## src/rtl/uart_rx_deserializer_pkg.sv

```systemverilog
// Shared UART definitions: receiver state encoding, frame width and default bit period.
// The default bit period is also used by the transmitter.
package uart_pkg;

    typedef enum logic [2:0] {
        IDLE,
        START,
        DATA,
        STOP,
        WAIT_IDLE
    } uart_rx_state_t;

    localparam int UART_DATA_BITS    = 8;
    localparam int UART_CLKS_PER_BIT = 10416;  // 100 MHz system clock, 9600 baud

endpackage

```

## src/rtl/uart_rx_deserializer_if.sv

```systemverilog
// Serial line in, received byte and status strobes out.
// The master side drives the line; the slave side is the deserializer.
interface uart_rx_deserializer_if;
    import uart_pkg::*;

    logic                      rx_i;
    logic [UART_DATA_BITS-1:0] rx_data_o;
    logic                      rx_pulse_o;
    logic                      frame_err_o;
    logic                      busy_o;

    modport master (
        output rx_i,
        input  rx_data_o,
        input  rx_pulse_o,
        input  frame_err_o,
        input  busy_o
    );

    modport slave (
        input  rx_i,
        output rx_data_o,
        output rx_pulse_o,
        output frame_err_o,
        output busy_o
    );

endinterface

```

## src/rtl/uart_rx_deserializer_sync_2ff.sv

```systemverilog
// Two-flop synchroniser for asynchronous inputs, one independent chain per bit.
// The reset value is a parameter so that idle-high lines come out of reset inactive.
module sync_2ff #(
    parameter int               WIDTH     = 1,
    parameter logic [WIDTH-1:0] RESET_VAL = '1
) (
    input  logic             clk_i,
    input  logic             rst_i,
    input  logic [WIDTH-1:0] d_i,
    output logic [WIDTH-1:0] q_o
);

    logic [WIDTH-1:0] r_meta;
    logic [WIDTH-1:0] r_sync;

    for (genvar gi = 0; gi < WIDTH; gi++) begin : g_bit
        always_ff @(posedge clk_i) begin
            if (rst_i) begin
                r_meta[gi] <= RESET_VAL[gi];
                r_sync[gi] <= RESET_VAL[gi];
            end else begin
                r_meta[gi] <= d_i[gi];
                r_sync[gi] <= r_meta[gi];
            end
        end
    end

    assign q_o = r_sync;

endmodule

```

## src/rtl/uart_rx_deserializer.sv

```systemverilog
// UART receive front end: start-bit validation, mid-bit sampling of 8 data bits (LSB first),
// and stop-bit check. A good frame gives a one-cycle rx_pulse_o; a bad stop bit gives frame_err_o.
module uart_rx_deserializer
    import uart_pkg::*;
#(
    parameter int CLKS_PER_BIT = UART_CLKS_PER_BIT,
    parameter int HALF_BIT     = CLKS_PER_BIT / 2
) (
    input  logic                    clk_i,
    input  logic                    rst_i,
    uart_rx_deserializer_if.slave   rx_if
);

    localparam int                CW       = $clog2(CLKS_PER_BIT);
    localparam logic [CW-1:0]     CNT_LAST = CW'(CLKS_PER_BIT - 1);
    localparam logic [CW-1:0]     CNT_HALF = CW'(HALF_BIT - 1);
    localparam logic [2:0]        IDX_LAST = 3'(UART_DATA_BITS - 1);

    logic                       w_rx_sync;

    uart_rx_state_t             r_state;
    logic [CW-1:0]              r_cnt;
    logic [2:0]                 r_idx;
    logic [UART_DATA_BITS-1:0]  r_sh;
    logic [UART_DATA_BITS-1:0]  r_data;
    logic                       r_pulse;
    logic                       r_ferr;
    logic                       r_busy;

    uart_rx_state_t             w_state_next;
    logic [CW-1:0]              w_cnt_next;
    logic [2:0]                 w_idx_next;
    logic [UART_DATA_BITS-1:0]  w_sh_next;
    logic [UART_DATA_BITS-1:0]  w_data_next;
    logic                       w_pulse_next;
    logic                       w_ferr_next;
    logic                       w_busy_next;

    sync_2ff #(
        .WIDTH     (1),
        .RESET_VAL (1'b1)
    ) u_sync (
        .clk_i (clk_i),
        .rst_i (rst_i),
        .d_i   (rx_if.rx_i),
        .q_o   (w_rx_sync)
    );

    always_comb begin
        w_state_next = r_state;
        w_cnt_next   = r_cnt;
        w_idx_next   = r_idx;
        w_sh_next    = r_sh;
        w_data_next  = r_data;
        w_pulse_next = 1'b0;
        w_ferr_next  = 1'b0;

        case (r_state)
            IDLE: begin
                if (!w_rx_sync) begin
                    w_state_next = START;
                    w_cnt_next   = '0;
                end
            end

            START: begin
                w_cnt_next = r_cnt + 1'b1;
                if (r_cnt == CNT_HALF) begin
                    w_cnt_next = '0;
                    if (!w_rx_sync) begin
                        w_state_next = DATA;
                        w_idx_next   = '0;
                    end else begin
                        // Line went high again before mid-bit: treat as a glitch.
                        w_state_next = IDLE;
                    end
                end
            end

            DATA: begin
                w_cnt_next = r_cnt + 1'b1;
                if (r_cnt == CNT_LAST) begin
                    w_cnt_next = '0;
                    w_sh_next  = {w_rx_sync, r_sh[UART_DATA_BITS-1:1]};
                    if (r_idx == IDX_LAST) begin
                        w_state_next = STOP;
                    end else begin
                        w_idx_next = r_idx + 1'b1;
                    end
                end
            end

            STOP: begin
                w_cnt_next = r_cnt + 1'b1;
                if (r_cnt == CNT_LAST) begin
                    w_cnt_next = '0;
                    if (w_rx_sync) begin
                        w_data_next  = r_sh;
                        w_pulse_next = 1'b1;
                        w_state_next = IDLE;
                    end else begin
                        // A low stop bit may be a break; wait for the line to idle first.
                        w_ferr_next  = 1'b1;
                        w_state_next = WAIT_IDLE;
                    end
                end
            end

            WAIT_IDLE: begin
                if (w_rx_sync) begin
                    w_state_next = IDLE;
                end
            end

            default: begin
                w_state_next = IDLE;
                w_cnt_next   = '0;
            end
        endcase

        w_busy_next = (w_state_next != IDLE);
    end

    always_ff @(posedge clk_i) begin
        if (rst_i) begin
            r_state <= IDLE;
            r_cnt   <= '0;
            r_idx   <= '0;
            r_sh    <= '0;
            r_data  <= '0;
            r_pulse <= 1'b0;
            r_ferr  <= 1'b0;
            r_busy  <= 1'b0;
        end else begin
            r_state <= w_state_next;
            r_cnt   <= w_cnt_next;
            r_idx   <= w_idx_next;
            r_sh    <= w_sh_next;
            r_data  <= w_data_next;
            r_pulse <= w_pulse_next;
            r_ferr  <= w_ferr_next;
            r_busy  <= w_busy_next;
        end
    end

    assign rx_if.rx_data_o   = r_data;
    assign rx_if.rx_pulse_o  = r_pulse;
    assign rx_if.frame_err_o = r_ferr;
    assign rx_if.busy_o      = r_busy;

endmodule

```

## src/flat_wrapper.sv

```systemverilog
// flat-port wrapper written by rule: the top's interface ports become plain ports
module uart_rx_deserializer_flat import uart_pkg::*;
#(
    parameter int CLKS_PER_BIT = UART_CLKS_PER_BIT,
    parameter int HALF_BIT     = CLKS_PER_BIT / 2
)
  (clk_i, rst_i, rx_if_rx_i, rx_if_rx_data_o, rx_if_rx_pulse_o, rx_if_frame_err_o, rx_if_busy_o);
  uart_rx_deserializer_if rx_if_i ();
  input  logic clk_i;
  input  logic rst_i;
  input wire logic [$bits(rx_if_i.rx_i)-1:0] rx_if_rx_i;
  output wire logic [$bits(rx_if_i.rx_data_o)-1:0] rx_if_rx_data_o;
  output wire logic [$bits(rx_if_i.rx_pulse_o)-1:0] rx_if_rx_pulse_o;
  output wire logic [$bits(rx_if_i.frame_err_o)-1:0] rx_if_frame_err_o;
  output wire logic [$bits(rx_if_i.busy_o)-1:0] rx_if_busy_o;
  assign rx_if_i.rx_i = rx_if_rx_i;
  assign rx_if_rx_data_o = rx_if_i.rx_data_o;
  assign rx_if_rx_pulse_o = rx_if_i.rx_pulse_o;
  assign rx_if_frame_err_o = rx_if_i.frame_err_o;
  assign rx_if_busy_o = rx_if_i.busy_o;
  uart_rx_deserializer #(.CLKS_PER_BIT(CLKS_PER_BIT), .HALF_BIT(HALF_BIT)) u_core (.clk_i(clk_i), .rst_i(rst_i), .rx_if(rx_if_i));
endmodule
```

## config.mk

```make
export PLATFORM = sky130hd
export DESIGN_NAME = uart_rx_deserializer_flat
export DESIGN_NICKNAME = d
export VERILOG_FILES = /design/src/rtl/uart_rx_deserializer_pkg.sv /design/src/rtl/uart_rx_deserializer_if.sv /design/src/rtl/uart_rx_deserializer_sync_2ff.sv /design/src/rtl/uart_rx_deserializer.sv /design/src/flat_wrapper.sv
export SDC_FILE = /design/constraint.sdc
export NUM_CORES = 1
export LEC_CHECK = 0
export ABC_AREA = 1
export CORE_ASPECT_RATIO = 1.4
export CORE_MARGIN = 2
export CORE_UTILIZATION = 50
export CTS_BUF_LIST = sky130_fd_sc_hd__clkbuf_8
export DETAILED_ROUTE_END_ITERATION = 8
export GPL_TIMING_DRIVEN = 0
export PLACE_DENSITY = 0.69
export SETUP_SLACK_MARGIN = 0.05
export SYNTH_ARGS = -nofsm -noshare
export SYNTH_HDL_FRONTEND = slang
export SYNTH_SLANG_ARGS = --single-unit
```

## constraint.sdc

```tcl
create_clock -name clk_i -period 1.6 [get_ports clk_i]
set_input_delay 0.24 -clock clk_i [delete_from_list [all_inputs] [get_ports clk_i]]
set_output_delay 0.24 -clock clk_i [all_outputs]
set_load 0.05 [all_outputs]
```

# Word level (Yosys, flattened, before mapping)
# Cells that the tools add are included.
totals:
  reg_bits: 41
  latch_bits: 0
  mem_bits_rw: 0
  rom_bits: 0
  in_bits: 3
  output_inout_bits: 11
  elab_cells: 56
  mem_count: 0
op_classes:
  n_addsub: 2
  multipliers: 0
  div_mod_pow: 0
  n_lt_le_gt_ge: 0
  n_eq_ne: 12
  shift: 0
  muxes: 20
  bitwise_logic: 3
  reduce_logical: 9
op_table:
  columns: ["cell", "n"]
  rows:
  - ["$pmux W14 S4", 1]
  - ["$mux W14", 3]
  - ["$mux W3", 11]
  - ["$pmux W3 S5", 1]
  - ["$add A14 B1 Y14 const B", 1]
  - ["$eq A14 B13 Y1 const B", 1]
  - ["$eq A14 B14 Y1 const B", 1]
  - ["$eq A3 B2 Y1 const B", 2]
  - ["$eq A3 B3 Y1 const B", 2]
  - ["$ne A2 B2 Y1 const B", 3]
  - ["$pmux W3 S2", 1]
  - ["$reduce_and A5 Y1", 1]
  - ["$ne A2 B1 Y1 const B", 2]
  - ["$reduce_and A2 Y1", 2]
  - ["$add A3 B1 Y3 const B", 1]
  - ["$eq A3 B1 Y1 const B", 1]
  - ["$logic_not A3 Y1", 1]
  - ["$not A1 Y1", 3]
  - ["$reduce_and A3 Y1", 1]
  - ["$reduce_bool A3 Y1", 1]
  - ["$reduce_or A3 Y1", 1]
  - ["$mux W1", 2]
  - ["$mux W2", 1]
  - ["$reduce_bool A2 Y1", 1]
  - ["$reduce_or A2 Y1", 1]

# Logic depth before layout (Yosys ltp)
logic_depth:
  word_depth: 5
  mapped_depth: 10
  depth_no_buf: 10

# Modules after synthesis
# From an unflattened synthesis, not the netlist that was laid out.
unflattened:
  cells_unflattened: 319
  area_unflattened_um2: 2222.1
modules_own_cells:
  columns: ["module", "instances", "cells_each", "area_each_um2", "seq_area_each_um2"]
  rows:
  - ["uart_rx_deserializer", 1, 312, 2163.3, 780.7]
  - ["sync_2ff", 1, 7, 58.8, 40.0]

# Worst setup path before layout
# No wires, ideal clock.
synth_timing:
  path_type: "register to register"
  start: "register u_core.r_cnt[0]"
  end: "register u_core.r_cnt[4]"
  setup_ns: 0.123
  arrival_time_ns: 1.303
  required_time_ns: 1.477
  setup_slack_ns: 0.175
  stages_incl_launch_ff: 10
  n_path_buf: 1
  period_less_slack_ns: 1.425
  cell_sequence: "dfxtp_1 -> ha_1 -> nand3_4 -> nor2_4 -> nand2_2 -> nand2_2 -> nand3_2 -> nand2_2 -> buf_12 -> nor3_2"
synth_via:
  elab_chain_len: 3
  word_cells_on_any_way: 6
  cone_classes: "add/sub (1); eq/ne (2); mux (3)"
synth_rtl:
  columns: ["item", "line", "text"]
  rows:
  - ["start: declaration", "uart_rx_deserializer.sv:22", "logic [CW-1:0] r_cnt;"]
  - ["start signal: assignment", "uart_rx_deserializer.sv:136", "r_cnt <= w_cnt_next;"]
  - ["$add A14 B1 Y14 (tied with other cells)", "uart_rx_deserializer.sv:67, uart_rx_deserializer.sv:81, uart_rx_deserializer.sv:94", null]
  - ["$mux W14 (on tied branches)", "uart_rx_deserializer.sv:82, uart_rx_deserializer.sv:95, uart_rx_deserializer.sv:68", null]
  - ["$pmux W14 S4 *", "uart_rx_deserializer.sv:58", "case (r_state)"]
# Every way passes the cells marked *; elsewhere a longest branch is shown, timed or not.
# A chain may end at the register's enable or synchronous reset.

# Worst setup path in the final report
# Ends and elaborated chain as after synthesis.

==> flow_metrics.py <==
metrics = {
    "clocking": {
        "cell_at_the_root_of_the_clock_tree": "clkbuf_8",
        "cts_sinks": 41,
        "cts_max_level": 2,
        "cts_made_buffers": 5,
        "clkTransAtPathRegs_ps": 80,
        "holdBufCountCts": 0,
        "clk-insertion-delay-late_ps": 300,
        "cts_tree": "done",
        "clk_path_buf_depth": 2,
    },
    "worst_setup_path": {
        "worstPathMaxFanout": 10,
        "critical_path.reg2reg.endpoint": "u_core.r_cnt[4]$_SDFFE_PP0P_",
        "critPathLaunch": "u_core.r_cnt[0]$_SDFFE_PP0P_",
        "critPathTopFamily": "simple AND/OR/NAND/NOR gates",
        "worst_path_cell_chain": "ha_2 -> nand4_1 -> nor2_2 -> nand2_1 -> nand2_2 -> nand3_2 -> nand2_2 -> buf_12 -> nor3_2",
        "crit_end": "u_core.r_cnt[4]$_SDFFE_PP0P_",
        "r2r_start": "u_core.r_cnt[0]$_SDFFE_PP0P_",
        "cp.depth": 9,
        "critPathRequiredTime_ps": 1790,
        "worstSetupPathType": "flip-flop to flip-flop",
        "critPathMaxStageDelay_ps": 370,
        "combined_buffer_and_inverter_count_along_the_critical_path": 1,
        "cp_common_cell": "nand2_2",
        "timing.critical_path.to_type": "flip-flop",
        "reg2regPathDepth": 9,
        "cp_slowest_cell": "dfxtp_4",
        "start_kind": "flip-flop",
        "r2r_setup_slack_ps": 50,
        "timing.critical_path.arrival_ps": 1740,
    },
    "global_route": {
        "grt_max_degree": 14,
        "antenna_found_initial": 0,
        "track_usage_pct": 20.4,
        "first_global_vias": 1740,
        "grt-ovfl-total": 0,
        "grt_first_pass_wirelength_um": 7360,
    },
    "floorplan": {
        "initial_core_utilization_pct": 51.5,
        "placement_rows": 27,
        "chipWidth_um": 57.5,
        "placeable_core_region_um2": 3880,
        "fp.dieArea_um2": 4530,
        "ios": 14,
        "die_height_um": 78.8,
    },
    "sta": {
        "setup_violations": 0,
        "min_period_ps": 1550,
        "worst_clock_skew_ps": 5.67,
        "period_share_pct": 97.0,
        "achievable-frequency_ghz": 0.645,
        "rsz_0062_raised_after_global_routing": "true",
        "timing_hold_violations_final": 0,
        "worst_slew_pin_slew_ps": 501,
        "final_max_slew_viol_count": 0,
        "tightest_slew_margin_relative_to_the_limit_pct": 66.7,
    },
    "power_and_ir_drop": {
        "power.static_leakage_nw": 0.984,
        "power.density_cell_area_nw_per_um2": 858,
        "power.share.clock_pct": 43.9,
        "seq_power_share_pct": 51.3,
        "power.switching_mw": 0.454,
        "peakVddDrop_v": 0.000676,
        "totalPowerFinal_mw": 2.02,
        "intPower_mw": 1.57,
        "combinationalPowerShare_pct": 4.8,
        "power.share.switching_pct": 22.4,
    },
    "placed_design": {
        "place.detailed.instances": 322,
        "dp_hpwl_um": 3010,
        "routability_congestion": 0.798,
        "placed_cell_area_um2": 2180,
        "portBuffers": 13,
    },
    "synth": {
        "avgSynthCellArea_um2": 7.52,
        "flops_latches_synth": 41,
        "syn-num-nets": 273,
        "synth_sequential_area_ratio_pct": 41.0,
        "syn_area_um2": 2000,
        "synthCells": 266,
        "synth.distinct_cells": 33,
        "yosys_warn_count": 0,
    },
    "routing": {
        "via_per_inst": 5.27,
        "dr.first_iter.drc_count": 52,
        "post-route-drc-count": 0,
        "via_count": 1755,
        "iteration_count_of_the_initial_detailed_routing_pass": 4,
        "route.antenna.remaining_nets": 0,
        "drt_wl_total_um": 4170,
        "drt-wirelength-per-cell_um": 12.5,
    },
    "cells_and_area": {
        "fin_area_um2": 2360,
        "finalNetCount": 296,
        "nFillCells": 365,
        "antennaDiodeCount": 0,
        "syn2layout_area_growth_pct": 17.9,
        "final_core_utilization_pct": 60.7,
        "layout-drive-gt1-share_pct": 20.0,
        "layout_commonest_cell": "nand2_1",
        "finalNonFillerCells": 333,
        "most_frequent_cells_in_the_layout": "nand2_1 (45), dfxtp_1 (37), inv_1 (27), nor2_1 (27), nand3_1 (25)",
    },
    "run_status": {
        "status": "completed",
    },
    "job": {
        "max_cap_violations": 0,
    },
    "worst_hold_path": {
        "holdPathStages": 1,
        "holdCritPathClass": "flip-flop to flip-flop",
    },
}
[power by group through the flow]
stage,Combinational (mW),Clock (mW),Sequential (mW)
4_1_cts,0.0983,0.902,1.04
5_1_grt,0.110,0.941,1.04
3_3_place_gp,0.0974,0,1.06
2_1_floorplan,0.0680,0,1.06
6_report,0.0979,0.889,1.04
3_5_place_dp,0.0985,0,1.06
[registers in the layout, summed over array words and instances (netlist names)]
| register | cells |
|---|---|
| u_core.r_cnt | 14 |
| u_core.r_sh | 8 |
| u_core.rx_if.rx_data_o | 8 |
| u_core.r_idx | 3 |
| u_core.r_state | 3 |
| u_core.rx_if.busy_o | 1 |
| u_core.rx_if.frame_err_o | 1 |
| u_core.rx_if.rx_pulse_o | 1 |
| u_core.u_sync.q_o | 1 |
| u_core.u_sync.r_meta | 1 |
[logic make-up after synthesis]
logic type	synth area share, %
AOI/OAI and AO/OA	9.13
xor gates and xnor gates	3.06
adders and majority gates	2.50
buffers and inverters	7.76
DFF	41.0
and+or+nand+nor	36.5
[worst min path at each step]
stage                                                from                             to  slack (ps)
after floorplan                                     rst_i  u_core.r_cnt[12]$_SDFFE_PP0P_         310
after global placement    u_core.u_sync.r_meta$_SDFF_PP1_   u_core.u_sync.q_o$_SDFF_PP1_         390
after detailed placement  u_core.u_sync.r_meta$_SDFF_PP1_   u_core.u_sync.q_o$_SDFF_PP1_         390
after CTS                 u_core.u_sync.r_meta$_SDFF_PP1_   u_core.u_sync.q_o$_SDFF_PP1_         410
after global routing      u_core.u_sync.r_meta$_SDFF_PP1_   u_core.u_sync.q_o$_SDFF_PP1_         440
final                     u_core.u_sync.r_meta$_SDFF_PP1_   u_core.u_sync.q_o$_SDFF_PP1_         410
[what timing repair did]
item / 4_1_cts / 5_1_grt
resized for setup: 18 / 11
setup endpoints to repair: 40 / 26
cloned: 1 / 0
setup buffers: 0 / 2
pin swaps: 0 / 4
[final cells by class]
cell class | count | area (µm²) | share of cell area, %
repair inverters | 1 | 5.00 | 0.212
plain buffers | 5 | 41.3 | 1.75
multi-input cells | 190 | 1060 | 45.0
inverters | 30 | 118 | 4.99
repair buffers | 15 | 131 | 5.57
well taps | 43 | 53.8 | 2.28
clock inverters | 2 | 37.5 | 1.59
clock buffers | 6 | 82.6 | 3.50
flip-flops and latches | 41 | 828 | 35.1
[per-layer routing]
| metal | GRT usage [%] | part of all wire [%] |
|---|---|---|
| met5 | 0 | 0 |
| met4 | 7.67 | 1.9 |
| met1 | 22.7 | 43 |
| met3 | 4.07 | 2.7 |
| met2 | 37.4 | 52 |
[through the flow]
step                setup TNS [ps]  setup slack, ps  hold WS [ps]
floorplan                        0              175           309
global placement              -378             -108           394
detailed placement            -512             -119           394
CTS                              0             57.4           414
global route                  -166            -24.8           441
finish                           0             48.7           413
[Yosys cell counts (all sizes together)]
master / n / area (µm²)
buf: 3 / 30.0
xor2: 5 / 43.8
o21ai: 10 / 50.1
clkbuf: 2 / 7.51
dfxtp: 41 / 821
nand2: 53 / 219
a21oi: 23 / 119
xnor2: 2 / 17.5
inv: 29 / 109
nor3b: 2 / 15.0
nand3: 28 / 163
or2: 4 / 25.0
nand4: 5 / 31.3
a21o: 1 / 7.51
nand3b: 1 / 11.3
ha: 4 / 50.1
o22ai: 1 / 6.26
clkinv: 1 / 8.76
nor2: 40 / 185
nor3: 11 / 81.3
Power figures use the tool's default switching activity.
